==> src/rtl/traffic_light_fsm_pkg.sv <==
// Shared definitions for the intersection sequencer and the interval-parameter store:
// store addresses, one-hot light encodings, the FSM state type and its output decode.
package traffic_light_fsm_pkg;

    localparam int LOAD_LAT_DEF = 2;

    localparam logic [1:0] BASE_ADD = 2'b00;
    localparam logic [1:0] EXTD_ADD = 2'b01;
    localparam logic [1:0] YELL_ADD = 2'b10;

    localparam logic [2:0] RED = 3'b100;
    localparam logic [2:0] YEL = 3'b010;
    localparam logic [2:0] GRN = 3'b001;

    typedef enum logic [2:0] {
        MAIN_GRN = 3'd0,
        MAIN_EXT = 3'd1,
        MAIN_YEL = 3'd2,
        SIDE_GRN = 3'd3,
        SIDE_YEL = 3'd4,
        WALK     = 3'd5
    } state_t;

    typedef struct packed {
        logic [1:0] addr;
        logic [2:0] main;
        logic [2:0] side;
        logic       walk;
    } light_out_t;

    function automatic light_out_t state_outputs(input state_t s);
        light_out_t o;
        o = '{addr: BASE_ADD, main: GRN, side: RED, walk: 1'b0};
        case (s)
            MAIN_GRN: o = '{addr: BASE_ADD, main: GRN, side: RED, walk: 1'b0};
            MAIN_EXT: o = '{addr: EXTD_ADD, main: GRN, side: RED, walk: 1'b0};
            MAIN_YEL: o = '{addr: YELL_ADD, main: YEL, side: RED, walk: 1'b0};
            SIDE_GRN: o = '{addr: BASE_ADD, main: RED, side: GRN, walk: 1'b0};
            SIDE_YEL: o = '{addr: YELL_ADD, main: RED, side: YEL, walk: 1'b0};
            WALK:     o = '{addr: EXTD_ADD, main: RED, side: RED, walk: 1'b1};
            default:  o = '{addr: BASE_ADD, main: GRN, side: RED, walk: 1'b0};
        endcase
        return o;
    endfunction

    // An unprogrammed (0) or defaulted (15) store entry still yields a one-tick dwell.
    function automatic logic [3:0] sanitize_interval(input logic [3:0] v);
        return (v == 4'd0 || v == 4'd15) ? 4'd1 : v;
    endfunction

endpackage

==> src/rtl/traffic_light_fsm_interval.sv <==
// Interval timer: waits out the store read latency after each start, loads the
// sanitized interval, then counts 1 Hz ticks down to a single-cycle expire pulse.
module interval_timer
    import traffic_light_fsm_pkg::*;
#(
    parameter int LOAD_LAT = LOAD_LAT_DEF
) (
    input  logic       clk,
    input  logic       sys_reset_n,
    input  logic       start,
    input  logic       tick,
    input  logic [3:0] value,
    output logic       expire,
    output logic [3:0] cnt
);

    localparam int WW = (LOAD_LAT < 1) ? 1 : $clog2(LOAD_LAT + 1);

    logic [WW-1:0] r_wait;
    logic          r_loading;
    logic [3:0]    r_cnt;

    // NOTE: start outranks everything, so an expiry or a reprogram always restarts the wait.
    always_ff @(posedge clk or negedge sys_reset_n) begin
        if (!sys_reset_n) begin
            r_wait    <= WW'(LOAD_LAT);
            r_loading <= 1'b1;
            r_cnt     <= 4'd0;
        end else if (start) begin
            r_wait    <= WW'(LOAD_LAT);
            r_loading <= 1'b1;
            r_cnt     <= 4'd0;
        end else if (r_loading) begin
            if (r_wait != '0) begin
                r_wait <= r_wait - WW'(1);
            end else begin
                r_loading <= 1'b0;
                r_cnt     <= sanitize_interval(value);
            end
        end else if (tick && r_cnt > 4'd1) begin
            r_cnt <= r_cnt - 4'd1;
        end
    end

    assign expire = tick & ~r_loading & (r_cnt == 4'd1);
    assign cnt    = r_cnt;

endmodule

==> src/rtl/traffic_light_fsm.sv <==
// Intersection light sequencer: six-state FSM with sensor/walk latches and registered
// lights; freezes at MAIN_GRN while the interval store is being reprogrammed.
module traffic_light_fsm
    import traffic_light_fsm_pkg::*;
#(
    parameter int LOAD_LAT = LOAD_LAT_DEF
) (
    input  logic       clk,
    input  logic       sys_reset_n,
    input  logic       one_hz_en,
    input  logic       sensor,
    input  logic       walk_req,
    input  logic       prg_sync_in,
    input  logic [3:0] interval_value,
    output logic [1:0] interval_address,
    output logic [2:0] main_light,
    output logic [2:0] side_light,
    output logic       walk_light,
    output logic [3:0] timer_cnt
);

    state_t     r_state, w_next;
    light_out_t r_out;
    logic       r_sensor_latch, r_walk_latch;
    logic       w_expire, w_start, w_enter;

    interval_timer #(.LOAD_LAT(LOAD_LAT)) u_timer (
        .clk         (clk),
        .sys_reset_n (sys_reset_n),
        .start       (w_start),
        .tick        (one_hz_en),
        .value       (interval_value),
        .expire      (w_expire),
        .cnt         (timer_cnt)
    );

    // NOTE: w_next gets its default first so no path through this block infers a latch.
    always_comb begin
        w_next = r_state;
        if (prg_sync_in) begin
            w_next = MAIN_GRN;
        end else if (w_expire) begin
            case (r_state)
                MAIN_GRN: w_next = r_sensor_latch ? MAIN_EXT : MAIN_YEL;
                MAIN_EXT: w_next = MAIN_YEL;
                MAIN_YEL: w_next = SIDE_GRN;
                SIDE_GRN: w_next = SIDE_YEL;
                SIDE_YEL: w_next = r_walk_latch ? WALK : MAIN_GRN;
                WALK:     w_next = MAIN_GRN;
                default:  w_next = MAIN_GRN;
            endcase
        end
    end

    // Every expiry leaves its state, so an expiry outside reprogramming is a state entry.
    assign w_enter = w_expire & ~prg_sync_in;
    assign w_start = prg_sync_in | w_expire;

    always_ff @(posedge clk or negedge sys_reset_n) begin
        if (!sys_reset_n) begin
            r_state <= MAIN_GRN;
            r_out   <= state_outputs(MAIN_GRN);
        end else begin
            r_state <= w_next;
            r_out   <= state_outputs(w_next);
        end
    end

    always_ff @(posedge clk or negedge sys_reset_n) begin
        if (!sys_reset_n) begin
            r_sensor_latch <= 1'b0;
            r_walk_latch   <= 1'b0;
        end else if (!prg_sync_in) begin
            r_sensor_latch <= (r_sensor_latch | (sensor & (r_state == MAIN_GRN || r_state == MAIN_EXT)))
                              & ~(w_enter & (w_next == SIDE_GRN));
            r_walk_latch   <= (r_walk_latch | (walk_req & (r_state != WALK)))
                              & ~(w_enter & (w_next == WALK));
        end
    end

    assign interval_address = r_out.addr;
    assign main_light       = r_out.main;
    assign side_light       = r_out.side;
    assign walk_light       = r_out.walk;

endmodule

==> config.mk <==
export PLATFORM = sky130hd
export DESIGN_NAME = traffic_light_fsm
export DESIGN_NICKNAME = d
export VERILOG_FILES = /design/src/rtl/traffic_light_fsm_pkg.sv /design/src/rtl/traffic_light_fsm_interval.sv /design/src/rtl/traffic_light_fsm.sv
export SDC_FILE = /design/constraint.sdc
export NUM_CORES = 1
export LEC_CHECK = 0
export ABC_AREA = 1
export ABC_CLOCK_PERIOD_IN_PS = 1700
export BUFFER_PORTS_ARGS = -buffer_cell sky130_fd_sc_hd__buf_2
export CAP_MARGIN = 20
export CORE_ASPECT_RATIO = 1.5
export CORE_MARGIN = 3
export CORE_UTILIZATION = 30
export DETAILED_ROUTE_END_ITERATION = 16
export SYNTH_ARGS = -nofsm -noshare
export SYNTH_HDL_FRONTEND = slang
export SYNTH_SLANG_ARGS = --single-unit
==> constraint.sdc <==
create_clock -name clk -period 1.7 [get_ports clk]
set_clock_uncertainty 0.15 [all_clocks]
set_input_delay 0.255 -clock clk [delete_from_list [all_inputs] [get_ports clk]]
set_output_delay 0.255 -clock clk [all_outputs]
set_load 0.02 [all_outputs]
==> reports/qor.txt <==
Seq/Total Area, Yosys: 0.4664
Routability Congestion: 0.8905
clock share of power: 0.201
Port Buf Inserts: 22
Critical Path Start: u_timer.cnt[1]$_DFFE_PN0P_
CTS tree: yes
crit path kind: flop to flop
Final Non-Filler Cells: 216
largest cells by area after synthesis: dfrtp_1, nand2_1, dfstp_2
Gate Count Post-Synth: 138
first-pass GRT wire length: 4464 µm
Max stage delay on crit path: 440 ps
syn_area_per_cell: 8.242 µm²
Placeable Area: 0.003513 mm²
Post-DRT Antenna Nets: 0
Synth area leader: dfrtp_1
vias in the first global route: 1066
number of synthesis warnings: 0
vias: 1056
crit start category: flop
Via-to-Cell Ratio: 4.889
Fin Hold WS: 121.3 ps
Reg power frac: 0.400
final net count: 188
outcome: complete, but fails checks
simple-gate share of the synthesized area: 0.3333
RR Startpoint: u_timer.cnt[1]$_DFFE_PN0P_
grt total ovfl: 0
H-tree levels: 1
Synth top area share: 0.3740
CP Cell Sequence: inv_4 > ha_4 > nand2_2 > inv_2 > nand3_4 > nand2_1 > o21ai_0 > nand2_1 > nand3_2 > nor2_1 > nor2_1
Slew @ Worst Pin: 464.2 ps
fillers: 355
DRC errors left: 0
count of cell types in the netlist: 23
total CTS buffers: 3
total power: 1.636 mW
worst hold path type: primary input to flop
commonest cells in the netlist: nand2_1, inv_1, dfrtp_1
Comb pwr share: 0.400
largest net degree at the start of global routing: 22
Psw: 0.6292 mW
WP data required: 1710 ps
Synth Area in Compound Gates: 0.08141
main combinational cell family by area after synthesis: simple AND/OR/NAND/NOR gates
asr flop ratio synth: 1.000
Final Util: 0.4341
Clock transition at path regs: 80 ps
Max Root-Sink Buffers: 2
r2r setup slk: -60 ps
max-slew headroom at the worst pin: 0.6906
count leader, synth: nand2_1
insertion delay to the later sink of the worst-skew pair: 260 ps
Initial Util: 0.3237
final worst slack: -56.13 ps
Worst Hold Launch: walk_req
# clock sinks: 21
failing checks: setup timing
RSZ-0062 raised after global routing: true
fin crit period: 1756 ps
Ant. Diodes: 0
initial antenna violation count: 0
period utilisation layout: 1.033
multiplexer share of the synthesized area: 0
Mapped Nets: 151
Worst EP arrival: 1760 ps
Worst VDD drop: 0.4901 mV
Primary FF master, synth: dfrtp_1
CP Max Fanout: 8
post-DR wirelength/cell: 13.00 µm
number of flops mapped to enable cells by yosys: 0
Fin. Hold Viols: 0
clk root buf: clkbuf_8
mapped cell area: 0.001137 mm²
Detailed Place HPWL: 2046 µm
layout cells sized above 1: 0.4253
maxcap violations: 0
Synth Area in Adders: 0.03300
DR pass1 iterations: 4
num ports: 23
P_int: 1.006 mW
Switching Share: 0.3847
Power Density: 1072 mW/mm²
chip height: 81.41 µm
fmax: 569.4 MHz
Rows: 26
CP endpoint kind: flop
Seq cells post-synth: 21
DR iter-0 viols: 54
leakage dissipation: 0.7992 nW
Max Slew Vio Count: 0
Worst path slowest cell: dfrtp_2
Die Width: 56.28 µm
Setup-failing EPs final: 4
total die area: 0.004581 mm²
Area growth syn-to-layout: 34.10%
GRT Util Overall: 0.1238
Synth Area in XOR/XNOR: 0
DP Cell Count: 207
final wirelength: 2807 µm
-- cells by family after synthesis --
family                   after synthesis
AND/OR/NAND/NOR                       73
AO/OA/AOI/OAI                         17
adder cells (fa/ha/maj)                3
buffers and inverters                 24
flip-flops                            21
-- final timing paths --
| kind | endpoint | cells past startpoint |
|---|---|---|
| max | r_walk_latch$_DFFE_PN0N_ | 11 |
| min | r_walk_latch$_DFFE_PN0N_ | 3 |
| max reg2reg | r_walk_latch$_DFFE_PN0N_ | 11 |
| min reg2reg | u_timer.r_wait[1]$_DFFE_PN1P_ | 2 |
| max in group asynchronous | u_timer.r_wait[1]$_DFFE_PN1P_ | 2 |
| min in group asynchronous | u_timer.cnt[3]$_DFFE_PN0P_ | 2 |
-- layout by cell type (no fill, tap or decap) --
| cell type | synthesis | layout |
|---|---|---|
| buf_6 | 1 | 2 |
| nor2_2 | 1 | 4 |
| dfrtp_2 | 0 | 2 |
| clkbuf_8 | 0 | 3 |
| nand2_2 | 4 | 6 |
| o21ai_0 | 9 | 7 |
| nor2_8 | 1 | 1 |
| buf_4 | 0 | 8 |
| ha_4 | 0 | 2 |
| nor3_2 | 0 | 1 |
| nand2_1 | 29 | 25 |
| dlygate4sd3_1 | 0 | 1 |
| nand2_8 | 0 | 1 |
| nand3_4 | 1 | 3 |
| a21oi_1 | 5 | 5 |
| inv_1 | 21 | 16 |
| nand4_1 | 1 | 1 |
| nand3_2 | 3 | 2 |
| inv_2 | 2 | 5 |
| a22oi_1 | 1 | 1 |
| o21ai_1 | 0 | 1 |
| nor3_1 | 2 | 1 |
| nand3_1 | 13 | 12 |
| ha_1 | 3 | 1 |
| o21ai_2 | 0 | 1 |
| dfrtp_1 | 17 | 15 |
| nand2_4 | 2 | 3 |
| inv_4 | 0 | 2 |
| nor2_1 | 15 | 12 |
| dfstp_2 | 4 | 4 |
| a41oi_1 | 1 | 1 |
| buf_2 | 0 | 22 |
| clkinv_2 | 0 | 1 |
| a31oi_1 | 1 | 1 |
| nor2_4 | 1 | 1 |
-- critical path: cells and delay by family, from the launching register on --
| family | cells | cell delay [ps] |
|---|---|---|
| flops | 1 | 440 |
| buf+inv | 2 | 140 |
| compound gates | 1 | 80 |
| simple gates | 7 | 710 |
| fa+ha+maj | 1 | 140 |
-- sequential cells by signal, indices dropped and copies added, names as in the netlist --
signal and count:
interval_address 2, main_light 3, r_sensor_latch 1, r_state 3, r_walk_latch 1, side_light 3, u_timer.cnt 4, u_timer.r_loading 1
u_timer.r_wait 2, walk_light 1
-- layer usage --
| layer | up-vias | part of all wire | global-route usage |
|---|---|---|---|
| met5 | - | 0 | 0 |
| met4 | 0 | 0.040 | 0.07363 |
| met3 | 14 | 0.041 | 0.02044 |
| met2 | 32 | 0.54 | 0.2295 |
| met1 | 502 | 0.38 | 0.1305 |
| li1 | 508 | - | - |
-- through the flow --
stage / TNS [ps] / setup slack (ps) / instance area, µm²
detailed placement: -215.2 / -71.98 / 1335
finish: -130.0 / -56.13 / 1525
global route: -1029 / -142.8 / 1525
CTS: -79.79 / -28.18 / 1440
floorplan: 0 / 2.773 / 1139
global placement: -17.30 / -15.90 / 1335
-- power by group through the flow --
stage	Sequential [mW]	Clock, mW	Combinational (mW)
after CTS	0.648	0.336	0.555
after floorplan	0.680	0	0.316
after global routing	0.664	0.359	0.722
after global placement	0.649	0	0.503
final	0.654	0.328	0.653
after detailed placement	0.652	0	0.516
-- cell type report --
cell class | instances | area [µm²] | area share
Clock inverter | 1 | 5.005 | 0.003281
Timing Repair Buffer | 33 | 202.7 | 0.1329
Inverter | 23 | 91.34 | 0.05989
Multi-Input combinational cell | 93 | 599.3 | 0.3929
Tap cell | 42 | 52.55 | 0.03445
Sequential cell | 21 | 533.0 | 0.3495
Clock buffer | 3 | 41.29 | 0.02707
-- timing repair --
action                                  CTS  global route
hold buffers                              1             0
endpoints found under the setup margin   12            14
setup buffers                             2             2
pin swaps                                 3             6
gates resized for setup                  10            20
endpoints found under the hold margin    17             0
(Power assumes the default switching activity.)
